==> src/rtl/m_io_pkg.sv <==
// -----------------------------------------------------------------------------
// m_io_pkg
// Shared constants and types for the board I/O blocks (switch debouncer,
// LED driver, 7-segment driver).
//
// Contents:
//   SW_W            number of slide switches
//   LED_W           number of discrete LEDs
//   CLK_HZ          system clock frequency
//   DEBOUNCE_MS     debounce settle time in milliseconds
//   DEBOUNCE_CYCLES settle time expressed in system clocks
//   db_state_e      per-bit debounce state (IDLE / PENDING)
//   f_cnt_w()       width of a counter that must hold 0..cycles
// -----------------------------------------------------------------------------
package m_io_pkg;

  localparam int SW_W            = 5;
  localparam int LED_W           = 8;
  localparam int CLK_HZ          = 16000000;
  localparam int DEBOUNCE_MS     = 10;
  localparam int DEBOUNCE_CYCLES = CLK_HZ / 1000 * DEBOUNCE_MS;

  // IDLE: input agrees with the accepted level, counter parked at zero.
  // PENDING: input disagrees and the counter is accumulating agreement time.
  typedef enum logic {
    DB_IDLE    = 1'b0,
    DB_PENDING = 1'b1
  } db_state_e;

  // Counter width able to represent every value from 0 up to 'cycles'.
  function automatic int f_cnt_w(input int cycles);
    return $clog2(cycles + 1);
  endfunction

endpackage : m_io_pkg

==> src/rtl/m_sw_debounce_if.sv <==
// -----------------------------------------------------------------------------
// m_sw_debounce_if
// Bundle between the raw switch source and the debouncer, and between the
// debouncer and its consumers (LED / 7-segment blocks).
//
// Signals:
//   SW          raw asynchronous switch levels (driven by the board side)
//   sw_stable   debounced levels
//   sw_rise     one-cycle pulse per bit on a debounced 0->1
//   sw_fall     one-cycle pulse per bit on a debounced 1->0
//   sw_changed  high in any cycle where some rise/fall pulse is high
//   sw_toggle   push-on/push-off level per bit (only with SW_TOGGLE_EN)
//
// Modports:
//   master  board/stimulus side: drives SW, observes the results
//   slave   debouncer side: receives SW, drives the results
//
// Build option: `define SW_TOGGLE_EN to add sw_toggle.
// -----------------------------------------------------------------------------
interface m_sw_debounce_if #(
  parameter int SW_W = m_io_pkg::SW_W
);

  logic [SW_W-1:0] SW;
  logic [SW_W-1:0] sw_stable;
  logic [SW_W-1:0] sw_rise;
  logic [SW_W-1:0] sw_fall;
  logic            sw_changed;
`ifdef SW_TOGGLE_EN
  logic [SW_W-1:0] sw_toggle;
`endif

`ifdef SW_TOGGLE_EN
  modport master (
    output SW,
    input  sw_stable,
    input  sw_rise,
    input  sw_fall,
    input  sw_changed,
    input  sw_toggle
  );

  modport slave (
    input  SW,
    output sw_stable,
    output sw_rise,
    output sw_fall,
    output sw_changed,
    output sw_toggle
  );
`else
  modport master (
    output SW,
    input  sw_stable,
    input  sw_rise,
    input  sw_fall,
    input  sw_changed
  );

  modport slave (
    input  SW,
    output sw_stable,
    output sw_rise,
    output sw_fall,
    output sw_changed
  );
`endif

endinterface : m_sw_debounce_if

==> src/rtl/m_debounce_bit.sv <==
// -----------------------------------------------------------------------------
// m_debounce_bit
// Single-bit synchroniser + debouncer.
//
// The raw input passes through a two-flop synchroniser; only the second flop
// (r_s2) feeds the debounce logic. A new level is accepted once r_s2 has
// disagreed with the accepted level for DEBOUNCE_CYCLES consecutive clocks.
// A single agreeing sample drops back to IDLE and discards partial progress,
// so any glitch shorter than DEBOUNCE_CYCLES clocks is rejected outright.
// Edge-to-output latency is DEBOUNCE_CYCLES + 2 clocks.
//
// Ports:
//   clk       system clock
//   reset     synchronous, active-high reset
//   i_sw      raw asynchronous switch level
//   o_stable  debounced level (registered)
//   o_rise    one-cycle pulse when o_stable goes 0->1 (registered)
//   o_fall    one-cycle pulse when o_stable goes 1->0 (registered)
// -----------------------------------------------------------------------------
module m_debounce_bit
  import m_io_pkg::*;
#(
  parameter int DEBOUNCE_CYCLES = m_io_pkg::DEBOUNCE_CYCLES
) (
  input  logic clk,
  input  logic reset,
  input  logic i_sw,
  output logic o_stable,
  output logic o_rise,
  output logic o_fall
);

  localparam int CNT_W = f_cnt_w(DEBOUNCE_CYCLES);

  // Terminal count: reaching it with a still-disagreeing sample accepts.
  localparam logic [CNT_W-1:0] CNT_LAST = CNT_W'(DEBOUNCE_CYCLES - 1);
  localparam logic [CNT_W-1:0] CNT_ONE  = CNT_W'(1);
  localparam logic [CNT_W-1:0] CNT_ZERO = CNT_W'(0);

  logic             r_s1;
  logic             r_s2;
  logic [CNT_W-1:0] r_cnt;
  db_state_e        r_state;
  logic             r_stable;
  logic             r_rise;
  logic             r_fall;

  // Synchroniser, debounce FSM/counter and registered level/edge outputs.
  always_ff @(posedge clk) begin
    if (reset) begin
      r_s1     <= 1'b0;
      r_s2     <= 1'b0;
      r_cnt    <= CNT_ZERO;
      r_state  <= DB_IDLE;
      r_stable <= 1'b0;
      r_rise   <= 1'b0;
      r_fall   <= 1'b0;
    end else begin
      r_s1   <= i_sw;
      r_s2   <= r_s1;
      // Edge pulses last exactly one cycle unless re-asserted below.
      r_rise <= 1'b0;
      r_fall <= 1'b0;

      case (r_state)
        DB_IDLE: begin
          if (r_s2 == r_stable) begin
            r_cnt <= CNT_ZERO;
          end else if (r_cnt == CNT_LAST) begin
            // Only reachable from IDLE when DEBOUNCE_CYCLES is 1: the first
            // differing sample is accepted immediately.
            r_stable <= r_s2;
            r_rise   <= r_s2;
            r_fall   <= ~r_s2;
            r_cnt    <= CNT_ZERO;
          end else begin
            r_cnt   <= CNT_ONE;
            r_state <= DB_PENDING;
          end
        end

        DB_PENDING: begin
          if (r_s2 == r_stable) begin
            // Input bounced back: throw away the partial count.
            r_cnt   <= CNT_ZERO;
            r_state <= DB_IDLE;
          end else if (r_cnt == CNT_LAST) begin
            r_stable <= r_s2;
            r_rise   <= r_s2;
            r_fall   <= ~r_s2;
            r_cnt    <= CNT_ZERO;
            r_state  <= DB_IDLE;
          end else begin
            r_cnt <= r_cnt + CNT_ONE;
          end
        end

        default: begin
          r_cnt   <= CNT_ZERO;
          r_state <= DB_IDLE;
        end
      endcase
    end
  end

  assign o_stable = r_stable;
  assign o_rise   = r_rise;
  assign o_fall   = r_fall;

endmodule : m_debounce_bit

==> src/rtl/m_sw_debounce.sv <==
// -----------------------------------------------------------------------------
// m_sw_debounce
// Synchronises and debounces the board slide switches so that downstream
// LED / 7-segment logic only ever sees clean, stable levels and single-cycle
// edge pulses.
//
// Ports:
//   clk     system clock (16 MHz)
//   reset   synchronous, active-high reset
//   sw_if   m_sw_debounce_if.slave
//             SW (in)          raw switch levels
//             sw_stable (out)  debounced levels
//             sw_rise (out)    per-bit 0->1 pulse
//             sw_fall (out)    per-bit 1->0 pulse
//             sw_changed (out) any rise/fall this cycle
//             sw_toggle (out)  push-on/push-off levels (SW_TOGGLE_EN only)
//
// Parameters:
//   DEBOUNCE_CYCLES  consecutive stable clocks needed to accept a level
//                    (legal range 1 .. 2**20)
//
// Build option: `define SW_TOGGLE_EN to add the sw_toggle register. Without
// it the port and logic are absent and everything else is unchanged.
// -----------------------------------------------------------------------------
module m_sw_debounce
  import m_io_pkg::*;
#(
  parameter int DEBOUNCE_CYCLES = m_io_pkg::DEBOUNCE_CYCLES
) (
  input  logic            clk,
  input  logic            reset,
  m_sw_debounce_if.slave  sw_if
);

  logic [SW_W-1:0] w_stable;
  logic [SW_W-1:0] w_rise;
  logic [SW_W-1:0] w_fall;

  // Every switch is debounced independently; bits may change together.
  for (genvar g = 0; g < SW_W; g++) begin : g_bit
    m_debounce_bit #(
      .DEBOUNCE_CYCLES (DEBOUNCE_CYCLES)
    ) u_bit (
      .clk      (clk),
      .reset    (reset),
      .i_sw     (sw_if.SW[g]),
      .o_stable (w_stable[g]),
      .o_rise   (w_rise[g]),
      .o_fall   (w_fall[g])
    );
  end

  assign sw_if.sw_stable  = w_stable;
  assign sw_if.sw_rise    = w_rise;
  assign sw_if.sw_fall    = w_fall;
  // OR of registered pulses: coincident with them and glitch-free.
  assign sw_if.sw_changed = |(w_rise | w_fall);

`ifdef SW_TOGGLE_EN
  logic [SW_W-1:0] r_toggle;

  // Push-on/push-off: each bit flips the cycle after its rise pulse.
  always_ff @(posedge clk) begin
    if (reset) begin
      r_toggle <= {SW_W{1'b0}};
    end else begin
      r_toggle <= r_toggle ^ w_rise;
    end
  end

  assign sw_if.sw_toggle = r_toggle;
`endif

endmodule : m_sw_debounce

==> src/flat_wrapper.sv <==
// flat-port wrapper written by rule: the top's interface ports become plain ports
module m_sw_debounce_flat import m_io_pkg::*;
#(
  parameter int DEBOUNCE_CYCLES = m_io_pkg::DEBOUNCE_CYCLES
)
  (clk, reset, sw_if_SW, sw_if_sw_stable, sw_if_sw_rise, sw_if_sw_fall, sw_if_sw_changed);
  m_sw_debounce_if #(.SW_W((5))) sw_if_i ();
  input  logic clk;
  input  logic reset;
  input wire logic [$bits(sw_if_i.SW)-1:0] sw_if_SW;
  output wire logic [$bits(sw_if_i.sw_stable)-1:0] sw_if_sw_stable;
  output wire logic [$bits(sw_if_i.sw_rise)-1:0] sw_if_sw_rise;
  output wire logic [$bits(sw_if_i.sw_fall)-1:0] sw_if_sw_fall;
  output wire logic [$bits(sw_if_i.sw_changed)-1:0] sw_if_sw_changed;
  assign sw_if_i.SW = sw_if_SW;
  assign sw_if_sw_stable = sw_if_i.sw_stable;
  assign sw_if_sw_rise = sw_if_i.sw_rise;
  assign sw_if_sw_fall = sw_if_i.sw_fall;
  assign sw_if_sw_changed = sw_if_i.sw_changed;
  m_sw_debounce #(.DEBOUNCE_CYCLES(DEBOUNCE_CYCLES)) u_core (.clk(clk), .reset(reset), .sw_if(sw_if_i));
endmodule
==> config.mk <==
export PLATFORM = sky130hd
export DESIGN_NAME = m_sw_debounce_flat
export DESIGN_NICKNAME = d
export VERILOG_FILES = /design/src/rtl/m_io_pkg.sv /design/src/rtl/m_sw_debounce_if.sv /design/src/rtl/m_debounce_bit.sv /design/src/rtl/m_sw_debounce.sv /design/src/flat_wrapper.sv
export SDC_FILE = /design/constraint.sdc
export NUM_CORES = 1
export LEC_CHECK = 0
export BUFFER_PORTS_ARGS = -buffer_cell sky130_fd_sc_hd__buf_2
export CAP_MARGIN = 15
export CORE_MARGIN = 2
export CORE_UTILIZATION = 50
export DETAILED_ROUTE_END_ITERATION = 12
export GPL_TIMING_DRIVEN = 0
export PLACE_DENSITY = 0.79
export SETUP_SLACK_MARGIN = 0.3
export SYNTH_ARGS = -nofsm -noshare
export SYNTH_HDL_FRONTEND = slang
export SYNTH_SLANG_ARGS = --single-unit
==> constraint.sdc <==
create_clock -name clk -period 5.6 [get_ports clk]
set_input_delay 1.12 -clock clk [delete_from_list [all_inputs] [get_ports clk]]
set_output_delay 1.12 -clock clk [all_outputs]
set_load 0.02 [all_outputs]
Yosys cells after proc, flatten, opt, wreduce, memory -nomap -nowiden:

Cells that the tools add are included.

* $add $sub $neg: 5
* eq/ne operators: 10
* muxes and demuxes: 40
* bitwise operators: 21
* reduce and logical (&&, ||, !) cells: 16

Operators by type and width (number)
* 18-bit 2-to-1 mux: 10
* 18-bit one-hot mux with 2 select lines: 5
* 18-bit by 1-bit adder with 18-bit output (second input constant): 5
* 18-bit == test (second input constant): 5
* 1-bit 2-to-1 mux: 25
* 1-bit NOT: 20
* 3-bit OR reduction: 5
* 2-bit AND reduction: 5
* 2-bit OR reduction: 5
* 1-bit == test: 5
* 5-bit bitwise OR: 1
* 5-bit OR reduction: 1

* register bits: 120
* input bits: 7
* output and inout port bits: 16
* logic and storage cells: 127

Logic depth before layout (Yosys ltp):

Gate-level depths: netlist (run 1).

* word-level depth: 4
* depth in mapped cells: 7
* gate-level depth less buffers: 5

By module:

Synthesis (run 1) repeated with hierarchy kept, for this count alone.

* cell total of the unflattened synthesis: 555
* area, all modules: 5033.6 um^2

By module, submodules not included
* m_debounce_bit (u_core.g_bit[0].u_bit ...): instances 4, cells an instance 110, area each 1003.5 um^2, seq. area each 480.5 um^2
* m_debounce_bit (u_core.g_bit[4].u_bit): instances 1, cells an instance 111, area each 998.5 um^2, seq. area each 480.5 um^2
* m_sw_debounce: instances 1, cells an instance 4, area each 21.3 um^2, seq. area each 0.0 um^2

Least setup slack after synthesis (run 1):

No wires, ideal clock.

* path type: input to register
* start: in reset
* end: reg u_core.g_bit[4].u_bit.r_cnt[0]
* library setup time: 0.076 ns
* arrival time: 1.948 ns
* data required time: 5.524 ns
* setup slack: 3.577 ns
* stages: 4
* buffers on the path: 1
* cells stage by stage: clkbuf_1 a21oi_1 a21boi_0 a21boi_0

RTL lines
* start, declared: RTL line flat_wrapper.sv:9 `input logic reset;`
* end signal, assigned: RTL line m_debounce_bit.sv:94 `r_cnt <= r_cnt + CNT_ONE;`
* end, declared: RTL line m_debounce_bit.sv:42 `logic [CNT_W-1:0] r_cnt;`

Worst setup path in the final report (run 1):

* start: reg u_core.g_bit[0].u_bit.r_fall
* end: out sw_if_sw_changed

* word-level cells in the longest chain between the ends: 2

RTL lines
* start, declared: RTL line m_debounce_bit.sv:46 `logic r_fall;`
* start signal, assigned: RTL line m_debounce_bit.sv:74 `r_fall <= ~r_s2;`
* start signal, assigned: RTL line m_debounce_bit.sv:90 `r_fall <= ~r_s2;`
* 5-bit bitwise OR: RTL line m_sw_debounce.sv:57 `assign sw_if.sw_changed = |(w_rise | w_fall);`
* 5-bit OR reduction: RTL line m_sw_debounce.sv:57
* end, declared: RTL line flat_wrapper.sv:14 `output wire logic [$bits(sw_if_i.sw_changed)-1:0] sw_if_sw_changed;`

No other way between the ends.

==> metrics.cfg, run 1 <==
[floorplan]
initial_core_util_pct = 51.12
ios = 23
rows = 37
core-area_mm2 = 0.01023
die_y_um = 106.3
fp.dieW_um = 106.3
die_area_mm2 = 0.01129

[global_route]
groute.usage.overall_pct = 20.06
grt_pass1_wl_mm = 18.07
grt_pass1_vias = 4056
grt_max_degree = 17
overflow = 0
antenna_found_initial = 0

[pwr]
powerDensity_mw_per_mm2 = 327.3
p_leak_nw = 1.978
ir_worst_vdd_uv = 176.7

[status]
status = finished, final reports clean

[route]
drt-total-wl_mm = 10.86
firstDrtPassIters = 5
via_per_inst = 5.492
drcViolationCount = 0
vias = 4223
drt_iter0_drc = 134
wl_per_cell_um = 14.12
drtAntennaViolNets = 0

[critical_path]
slowest_stage = nor4_1
path_cells = nor4_1 > nand3_1 > buf_2
end_kind = output port
criticalPathCategory = flop to output port
critPathTopFamily = simple AND/OR/NAND/NOR gates
cp.required_ns = 4.48
critPathMaxFanout = 2
critPathArrivalTime_ns = 1.56
regToRegSetupSlack_ns = 3.45
start_kind = flop
crit_buf_inv = 1
cp_slowest_stage_delay_ns = 0.38

[synth]
synthMuxAreaShare_pct = 0
synth-simple-area-share_pct = 29.38
synth_ff_type = dfxtp_1
synth-edff-count = 0
synth_xor_area_share_pct = 9.880
synth_cells = 579
yosys_warnings = 0
synth-compound-area-share_pct = 8.923
synth-adder-area-share_pct = 1.196
async_reset_ff_share_pct = 0
synthDistinctLibCells = 48
seq_area_frac_synth_pct = 45.93
syn-cell-area_mm2 = 0.005230
synth_top_family_by_area = simple AND/OR/NAND/NOR gates
ys_seq_elements = 120
synth_nets = 591
avgSynthCellArea_um2 = 9.033

[cts]
clock_latency_ns = 0.52
hold_buffers = 0
cts_buffers = 17
clk_path_buf_depth = 2
path_clk_slew_ns = 0.06
cts_resized = 0
cts_tree = yes
h-tree-depth = 4
cts_root_buf = clkbuf_8
post-cts-setup-buffer-count = 0
cts.sinks = 120

[sta]
hold_viol = 0
setup_violations = 0
fin_skew_ns = 0.006180
max-slew-margin-rel_pct = 63.09
max_clock_freq_mhz = 373.1
rsz0062_at_grt = false
finalCritPeriodShare_pct = 47.86
maxSlewViolCount = 0
setup_tns_ns = 0
tightestPinTransition_ns = 0.5486
fin_crit_ns = 2.680

[layout]
area_delta_synth_final_pct = 17.18
seqCellArea_mm2 = 0.002402
post-route-util_pct = 59.90
insertedDiodeCount = 0
finalNetCount = 632
drive_above_1_share_pct = 16.27
multi_input_area_mm2 = 0.002582
fillers = 820

[worst_hold_path]
hp-class = flop to flop

[place]
gp_congestion = 0.8402
place_hpwl_mm = 7.540
portBuffers = 22

[flow_run]
drv_cap = 0

[synth_stat cells (3+ instances only)]
master    number  area share [%]
o31ai_1        4            0.57
nor4b_1        3            0.50
a21boi_0       5            0.72
or3_4          3            0.65
nor4_1        10             1.2
xnor2_1       42             7.0
a21oi_1       29             2.8
nand2b_1      10             1.2
dfxtp_1      120              46
inv_1         18             1.3
ha_1           5             1.2
or4_1          6            0.86
nor3_1        30             2.9
nor2_2        10             1.2
xor2_1        17             2.8
and4_1         3            0.50
nor2b_1       10             1.2
or4_4          4            0.86
buf_2          4            0.38
buf_4         15             2.2
nor2_1        60             4.3
or3_1         23             2.8
o21ai_0       18             1.7
and3_1        16             1.9
nand2_1       26             1.9
nand4_1       16             1.9
clkbuf_1       5            0.36
nand3_1       37             3.5
o21a_1         4            0.57
[cells by family (layout without fill, tap and decap cells)]
logic type / after synthesis / after routing
simple gates: 279 / 279
flops: 120 / 120
compound gates: 72 / 72
xor+xnor: 59 / 59
buf+inv: 44 / 98
fa+ha+maj: 5 / 5
[placed cells by master (no fill, tap or decap), drive strengths merged, types with 2 or more instances in the layout]
cell type	instances
ha	5
buf	43
inv	19
nand4	17
o21ai	19
a21oi	29
and2	2
clkinv	5
and3	16
xnor2	42
or4	10
or3	26
o21a	4
nor3	30
o31ai	4
dfxtp	120
or2	2
or4b	3
clkbuf	25
nor2b	10
xor2	17
nor2	70
nor4	10
nand3	39
a211oi	2
nand2b	10
nor4b	3
clkinvlp	2
bufinv	4
a21boi	5
a21o	2
o211ai	4
and4	3
nand2	26
[final cells by class]
cell class	count	area share, %
buffer	26	2.899
clock buffer	20	7.268
clock inverter	12	2.817
inverter	18	1.102
multi-input combinational	415	42.14
sequential	120	39.20
tap	136	2.777
timing repair buffer	22	1.797
[per-layer routing]
metal | GRT usage [%] | part of all wire (%)
met5 | 0 | 0
met4 | 9.680 | 2.2
met3 | 5.089 | 4.0
met2 | 33.52 | 49
met1 | 24.05 | 45
[registers in the layout, indices dropped and copies added, names as in the netlist]
name / cells
u_core.g_bit.u_bit.r_state: 5
u_core.g_bit.u_bit.o_fall: 5
u_core.g_bit.u_bit.o_rise: 5
u_core.g_bit.u_bit.o_stable: 5
u_core.g_bit.u_bit.r_s2: 5
u_core.g_bit.u_bit.r_s1: 5
u_core.g_bit.u_bit.r_cnt: 90
[metrics by stage]
| step | hold slack, ns | setup slack [ns] | instances | instance area [um2] | total power [mW] |
|---|---|---|---|---|---|
| final | 0.4327 | 2.920 | 769 | 6128 | 2.006 |
| after global routing | 0.4510 | 2.761 | 769 | 6128 | 2.057 |
| after CTS | 0.4382 | 2.858 | 769 | 6128 | 2.014 |
| after floorplan | 0.4138 | 3.577 | 579 | 5230 | 0.8901 |
| after global placement | 0.4256 | 3.215 | 737 | 5510 | 0.8957 |
| after detailed placement | 0.4236 | 3.177 | 737 | 5510 | 0.8965 |
[report_power, final]
| part | switching [mW] | total [mW] | internal (mW) | leakage, nW |
|---|---|---|---|---|
| clock network | 0.383 | 1.13 | 0.744 | 0.301 |
| logic | 0.00877 | 0.0151 | 0.00637 | 0.708 |
| registers | 0.00367 | 0.863 | 0.860 | 0.969 |
| total | 0.395 | 2.01 | 1.61 | 1.98 |
[path summary, 6_finish.rpt]
kind / from / endpoint / cells past startpoint
worst min register to register: u_core.g_bit[2].u_bit.r_s1 / u_core.g_bit[2].u_bit.r_s2 / 1
worst max-delay path: u_core.g_bit[0].u_bit.o_fall / sw_if_sw_changed / 3
worst max register to register: u_core.g_bit[0].u_bit.r_cnt[0] / u_core.g_bit[0].u_bit.r_cnt[10] / 7
worst min-delay path: u_core.g_bit[2].u_bit.r_s1 / u_core.g_bit[2].u_bit.r_s2 / 1
Note: power is estimated with default switching activity, not from simulation.
==> run 2, diff against run 1 <==
- ABC_AREA: not set -> 1
- PLACE_DENSITY: 0.79 -> 0.81
- clock period: 5.6 -> 2.3 ns (I/O delays scaled with it)
==> run 2 against run 1 <==
  * Via count grew 10%
  * Setup slack lost 2.5 ns
  * Synthesized cell count grew 31%
  * Sequential share of layout area shrank 2.6 points
  * Sequential cell count is the same
  * Global-route usage shrank 0.98 points
  * Critical endpoint unchanged
  * Register-to-register slack lost 2.9 ns
  * Synthesized area grew 8.2%
  * Critical path depth is the same
  * First-iteration DRC count grew 57%
==> metrics.cfg, run 2 <==
[status]
status = finished, final reports clean

[sta]
finalCritPeriodShare_pct = 81.78
setup_violations = 0
tightestPinTransition_ns = 0.4152
max_clock_freq_mhz = 531.7
fin_skew_ns = 0.008778
maxSlewViolCount = 0
hold_viol = 0
rsz0062_at_grt = false
worst_slack_ns = 0.4191
max-slew-margin-rel_pct = 72.32
fin_crit_ns = 1.881
setup_tns_ns = 0

[layout]
insertedDiodeCount = 0
final_cell_mix = nand2_1 (153), nor2_1 (147), dfxtp_1 (120)
largest_reg_flops = 90
drive_above_1_share_pct = 16.87
stdcell_count = 952
mostFrequentLayoutCell = nand2_1
finalNetCount = 811
top_register = u_core.g_bit.u_bit.r_cnt
area_delta_synth_final_pct = 16.11

[global_route]
grt_max_degree = 17
grt_pass1_vias = 4481
grt_pass1_wl_mm = 19.38
antenna_found_initial = 0
overflow = 0
groute.usage.overall_pct = 19.08

[synth]
synth-edff-count = 0
yosys_warnings = 0
syn-cell-area_mm2 = 0.005660
synth_commonest_cells = nand2_1 (153), nor2_1 (147), dfxtp_1 (120)
synth_top_area_share_pct = 42.44
avgSynthCellArea_um2 = 7.468
post-synth-top-area-cell = dfxtp_1
synth_nets = 770
async_reset_ff_share_pct = 0
synth_area_leaders = dfxtp_1 (42%), nand2_1 (10%), nor2_1 (9.7%)
synth_ff_type = dfxtp_1
synth_cells = 758
synthDistinctLibCells = 32
synth.most_common_cell = nand2_1
seq_area_frac_synth_pct = 42.44
ys_seq_elements = 120

[cts]
hold_buffers = 0
h-tree-depth = 4
path_clk_slew_ns = 0.06
clock_latency_ns = 0.41
clk_path_buf_depth = 2
cts_buffers = 17
cts_root_buf = clkbuf_16
cts_tree = yes
cts.sinks = 120

[place]
place_hpwl_mm = 7.809
portBuffers = 22
dp_slack_ns = 0.5451
gp_congestion = 0.9023
dp.cells = 920

[pwr]
p_leak_nw = 2.215
power_mw = 4.886
ir_worst_vdd_uv = 589.5
powerDensity_mw_per_mm2 = 743.3

[critical_path]
critPathTopFamily = simple AND/OR/NAND/NOR gates
slowest_stage = nor4_1
rr_startpoint = u_core.g_bit[0].u_bit.r_cnt[0]
path_cells = nor4_1 > nand3_1 > buf_2
regToRegSetupSlack_ns = 0.55
worst-r2r-cell-count = 7
crit_buf_inv = 1
cp.required_ns = 1.84
r2r-end = u_core.g_bit[0].u_bit.r_cnt[15]
critPathArrivalTime_ns = 1.42
criticalPathCategory = flop to output port
start_kind = flop
critPathMaxFanout = 2
end_kind = output port
cp_slowest_stage_delay_ns = 0.32

[floorplan]
ios = 23
core-area_mm2 = 0.01094
fp.dieW_um = 110.4
initial_core_util_pct = 51.76
die_y_um = 110.4
die_area_mm2 = 0.01219
rows = 38

[route]
wl_per_cell_um = 11.78
firstDrtPassIters = 7
vias = 4660
drt_iter0_drc = 211
drcViolationCount = 0
via_per_inst = 4.895
drtAntennaViolNets = 0
drt-total-wl_mm = 11.22

[flow_run]
drv_cap = 0

[worst_hold_path]
hp-class = primary input to flop
min-delay-start = sw_if_SW[0]
holdPathStages = 3
holdPathEnd = u_core.g_bit[0].u_bit.r_s1

==> run 2: cell types whose count changed in the layout (fill, tap and decap cells not counted), sizes merged, moves of 10 or more <==
cell,change
nor2,+106
nor2b,-10
nand3,+10
or4,-10
xnor2,-22
a21oi,+21
nand2b,-10
nor3,-23
inv,+61
nand2,+135
and3,-16
or3,-26
==> run 2: worst reg2reg max path, delay by kind of cell, from the launching register on <==
family	cells	cell delay [ns]
AOI/OAI and AO/OA	1	0.05
adders and majority gates	1	0.24
and+or+nand+nor	4	0.74
buffers and inverters	1	0.18
DFF	1	0.43
==> run 2: logic make-up after synthesis <==
family / after synthesis / share of synthesized area, %
buffers and inverters: 98 / 8.466
and+or+nand+nor: 421 / 34.64
adders and majority gates: 5 / 1.105
DFF: 120 / 42.44
xor gates and xnor gates: 42 / 6.499
AOI/OAI and AO/OA: 72 / 6.852
==> run 2: layout make-up <==
class	count	area, um2
Fill cell	949	4363
Multi-Input combinational cell	540	2785
Timing Repair Buffer	22	110.1
Buffer	21	190.2
Inverter	77	289.0
Tap cell	140	175.2
Clock inverter	13	167.7
Clock buffer	19	452.9
Sequential cell	120	2402
==> run 2: worst max path at each step <==
stage / start / end / slack [ns] / cells after the start
after floorplan: u_core.g_bit[4].u_bit.r_cnt[0] / u_core.g_bit[4].u_bit.r_cnt[9] / 0.89 / 9
after global placement: u_core.g_bit[0].u_bit.r_cnt[0] / u_core.g_bit[0].u_bit.r_cnt[15] / 0.60 / 7
after detailed placement: u_core.g_bit[0].u_bit.r_cnt[0] / u_core.g_bit[0].u_bit.r_cnt[17] / 0.55 / 7
after CTS: u_core.g_bit[3].u_bit.o_fall / sw_if_sw_changed / 0.40 / 3
after global routing: u_core.g_bit[3].u_bit.o_fall / sw_if_sw_changed / 0.29 / 3
final: u_core.g_bit[1].u_bit.o_fall / sw_if_sw_changed / 0.42 / 3
==> run 2: layer usage <==
metal,vias up,part of all wire [%],track usage (%)
met5,-,0,0
met4,0,1.3,6.750
met3,13,3.9,5.104
met2,87,49,32.19
met1,2105,46,23.47
li1,2455,-,-
==> run 2: timing repair <==
item / CTS / global route
endpoints found under the setup margin: 0 / 1
resized for setup: 0 / 1
buffers inserted: 0 / 0
==> run 2: stage by stage <==
step / util, % / hold WS, ns / cell area [um2]
2_1_floorplan: - / 0.3883 / 5660
3_3_place_gp: 54.37 / 0.3904 / 5946
3_5_place_dp: 54.37 / 0.3950 / 5946
4_1_cts: 60.05 / 0.2533 / 6566
5_1_grt: 60.10 / 0.2574 / 6573
6_report: 60.10 / 0.2572 / 6573
==> run 2: report_power, final <==
group,internal (mW),switching (mW)
clock,1.77,0.972
combinational,0.0149,0.0268
sequential,2.09,0.00915
==> run 3, diff against run 2 <==
- PLACE_DENSITY: 0.81 -> 0.79
- clock period: 2.3 -> 1.8 ns (I/O delays scaled with it)
==> run 3 against run 2 <==
  * Setup slack got worse by 0.33 ns
  * Clock power increased by 34%
  * Power increased by 31%
  * Design area increased by 7.1%
  * Critical path depth unchanged
  * Die area unchanged
  * Sequential power increased by 28%
  * Non-clock buffer count increased by 20
  * Core utilization increased by 4.3 points
  * Hold slack got worse by 0.11 ns
  * Sequential share of layout area decreased by 2.0 points
  * Register-to-register slack got worse by 0.24 ns
  * Largest cell class unchanged
==> metrics.cfg, run 3 (synthesized netlist as in run 2, its figures left out) <==
[layout]
finalNetCount = 831
seqCellArea_mm2 = 0.002429
largest_reg_flops = 90
mostFrequentLayoutCell = nand2_1
fillers = 892
area_delta_synth_final_pct = 24.36
top_register = u_core.g_bit.u_bit.r_cnt
post-route-util_pct = 64.37
final_cell_mix = nand2_1 (151), nor2_1 (141), dfxtp_1 (107)
drive_above_1_share_pct = 22.72
multi_input_area_mm2 = 0.002955
insertedDiodeCount = 0

[critical_path]
cp.required_ns = 1.44
critPathArrivalTime_ns = 1.36
slowest_stage = nor4_4
criticalPathCategory = flop to output port
crit_start = u_core.g_bit[3].u_bit.o_fall
critPathTopFamily = simple AND/OR/NAND/NOR gates
endpoint = sw_if_sw_changed
worstSetupPathDepth = 3
end_kind = output port
crit_buf_inv = 1
path_cells = nor4_4 > nand3_2 > buf_6
start_kind = flop
cp_slowest_stage_delay_ns = 0.34
rr_startpoint = u_core.g_bit[2].u_bit.r_cnt[0]
critPathMaxFanout = 2
regToRegSetupSlack_ns = 0.31
worst-r2r-cell-count = 9
r2r-end = u_core.g_bit[2].u_bit.r_cnt[5]

[place]
portBuffers = 22
dp_slack_ns = 0.07938
place_hpwl_mm = 7.639
gp_congestion = 0.8865

[sta]
hold_viol = 0
setup_violations = 0
rsz0062_at_grt = true
maxSlewViolCount = 0
fin_crit_ns = 1.715
tightestPinTransition_ns = 0.3943
max-slew-margin-rel_pct = 73.71
setup_tns_ns = 0
max_clock_freq_mhz = 583.0
worst_slack_ns = 0.08468
finalCritPeriodShare_pct = 95.30
fin_skew_ns = 0.006741

[floorplan]
rows = 38
initial_core_util_pct = 51.76
die_area_mm2 = 0.01219
die_y_um = 110.4
core-area_mm2 = 0.01094
ios = 23
fp.dieW_um = 110.4

[route]
drcViolationCount = 0
wl_per_cell_um = 12.80
drt-total-wl_mm = 12.44
drtAntennaViolNets = 0
via_per_inst = 4.990
drt_iter0_drc = 204
vias = 4850
firstDrtPassIters = 5

[global_route]
antenna_found_initial = 0
grt_pass1_vias = 4586
grt_max_degree = 17
grt_pass1_wl_mm = 20.16
overflow = 0
groute.usage.overall_pct = 20.00

[worst_hold_path]
hp-class = primary input to flop
min-delay-start = sw_if_SW[3]

[pwr]
powerDensity_mw_per_mm2 = 911.7
ir_worst_vdd_uv = 592.2
p_leak_nw = 2.394

[cts]
cts_buffers = 17
cts_tree = yes
clock_latency_ns = 0.42
path_clk_slew_ns = 0.06
cts.sinks = 120
cts_root_buf = clkbuf_16
clk_path_buf_depth = 2
h-tree-depth = 4

[flow_run]
drv_cap = 0

[status]
status = finished, final reports clean

## run 3: area by class of cell
class	instances	area share (%)
multi-input combinational	540	41.98
sequential	120	34.50
clock buffer	19	6.434
timing repair buffer	42	4.995
inverter	77	4.106
buffer	21	2.755
clock inverter	13	2.737
tap	140	2.488
## run 3: layer usage
metal  vias up  GRT usage (%)  wire length [um]
met1      2210          24.01              5523
met4         0          8.417               280
met3        32          5.543               589
li1       2501              -                 -
met5         -              0                 0
met2       107          33.66              6049
## run 3: worst min path at each step
stage	end	depth (start not counted)
CTS	u_core.g_bit[3].u_bit.r_s1	3
finish	u_core.g_bit[3].u_bit.r_s1	3
detailed placement	u_core.g_bit[3].u_bit.r_s2	2
floorplan	u_core.g_bit[0].u_bit.r_s2	2
global placement	u_core.g_bit[1].u_bit.r_s2	2
global route	u_core.g_bit[3].u_bit.r_s1	3
## run 3: worst register-to-register path: stages (launching register included)
cell and delay, ns:
dfxtp_4 0.39, ha_4 0.16, nand2_1 0.08, nor2_2 0.17
nand2_2 0.09, inv_2 0.09, nand2_2 0.11, nand3_4 0.11
buf_8 0.14, nor2_1 0.05
## run 3: repair_timing
item,4_1_cts,5_1_grt
setup endpoints to repair,72,83
resized for setup,28,30
hold buffers,0,0
setup buffers,10,8
pin swaps,7,14
cloned,1,1
## run 3: report_power, final
group          total (mW)  internal (mW)  switching [mW]
sequential           2.68           2.67          0.0134
combinational      0.0594         0.0234          0.0360
clock                3.68           2.40            1.27
total                6.42           5.09            1.32
## run 3: metrics by stage
| step | hold slack [ns] | cells | power (mW) | cell area, um2 |
|---|---|---|---|---|
| final | 0.1450 | 972 | 6.418 | 7039 |
| after CTS | 0.1381 | 963 | 6.443 | 6833 |
| after floorplan | 0.3883 | 758 | 2.777 | 5660 |
| after global routing | 0.1490 | 972 | 6.583 | 7039 |
| after global placement | 0.3926 | 920 | 2.793 | 5946 |
| after detailed placement | 0.3917 | 920 | 2.794 | 5946 |
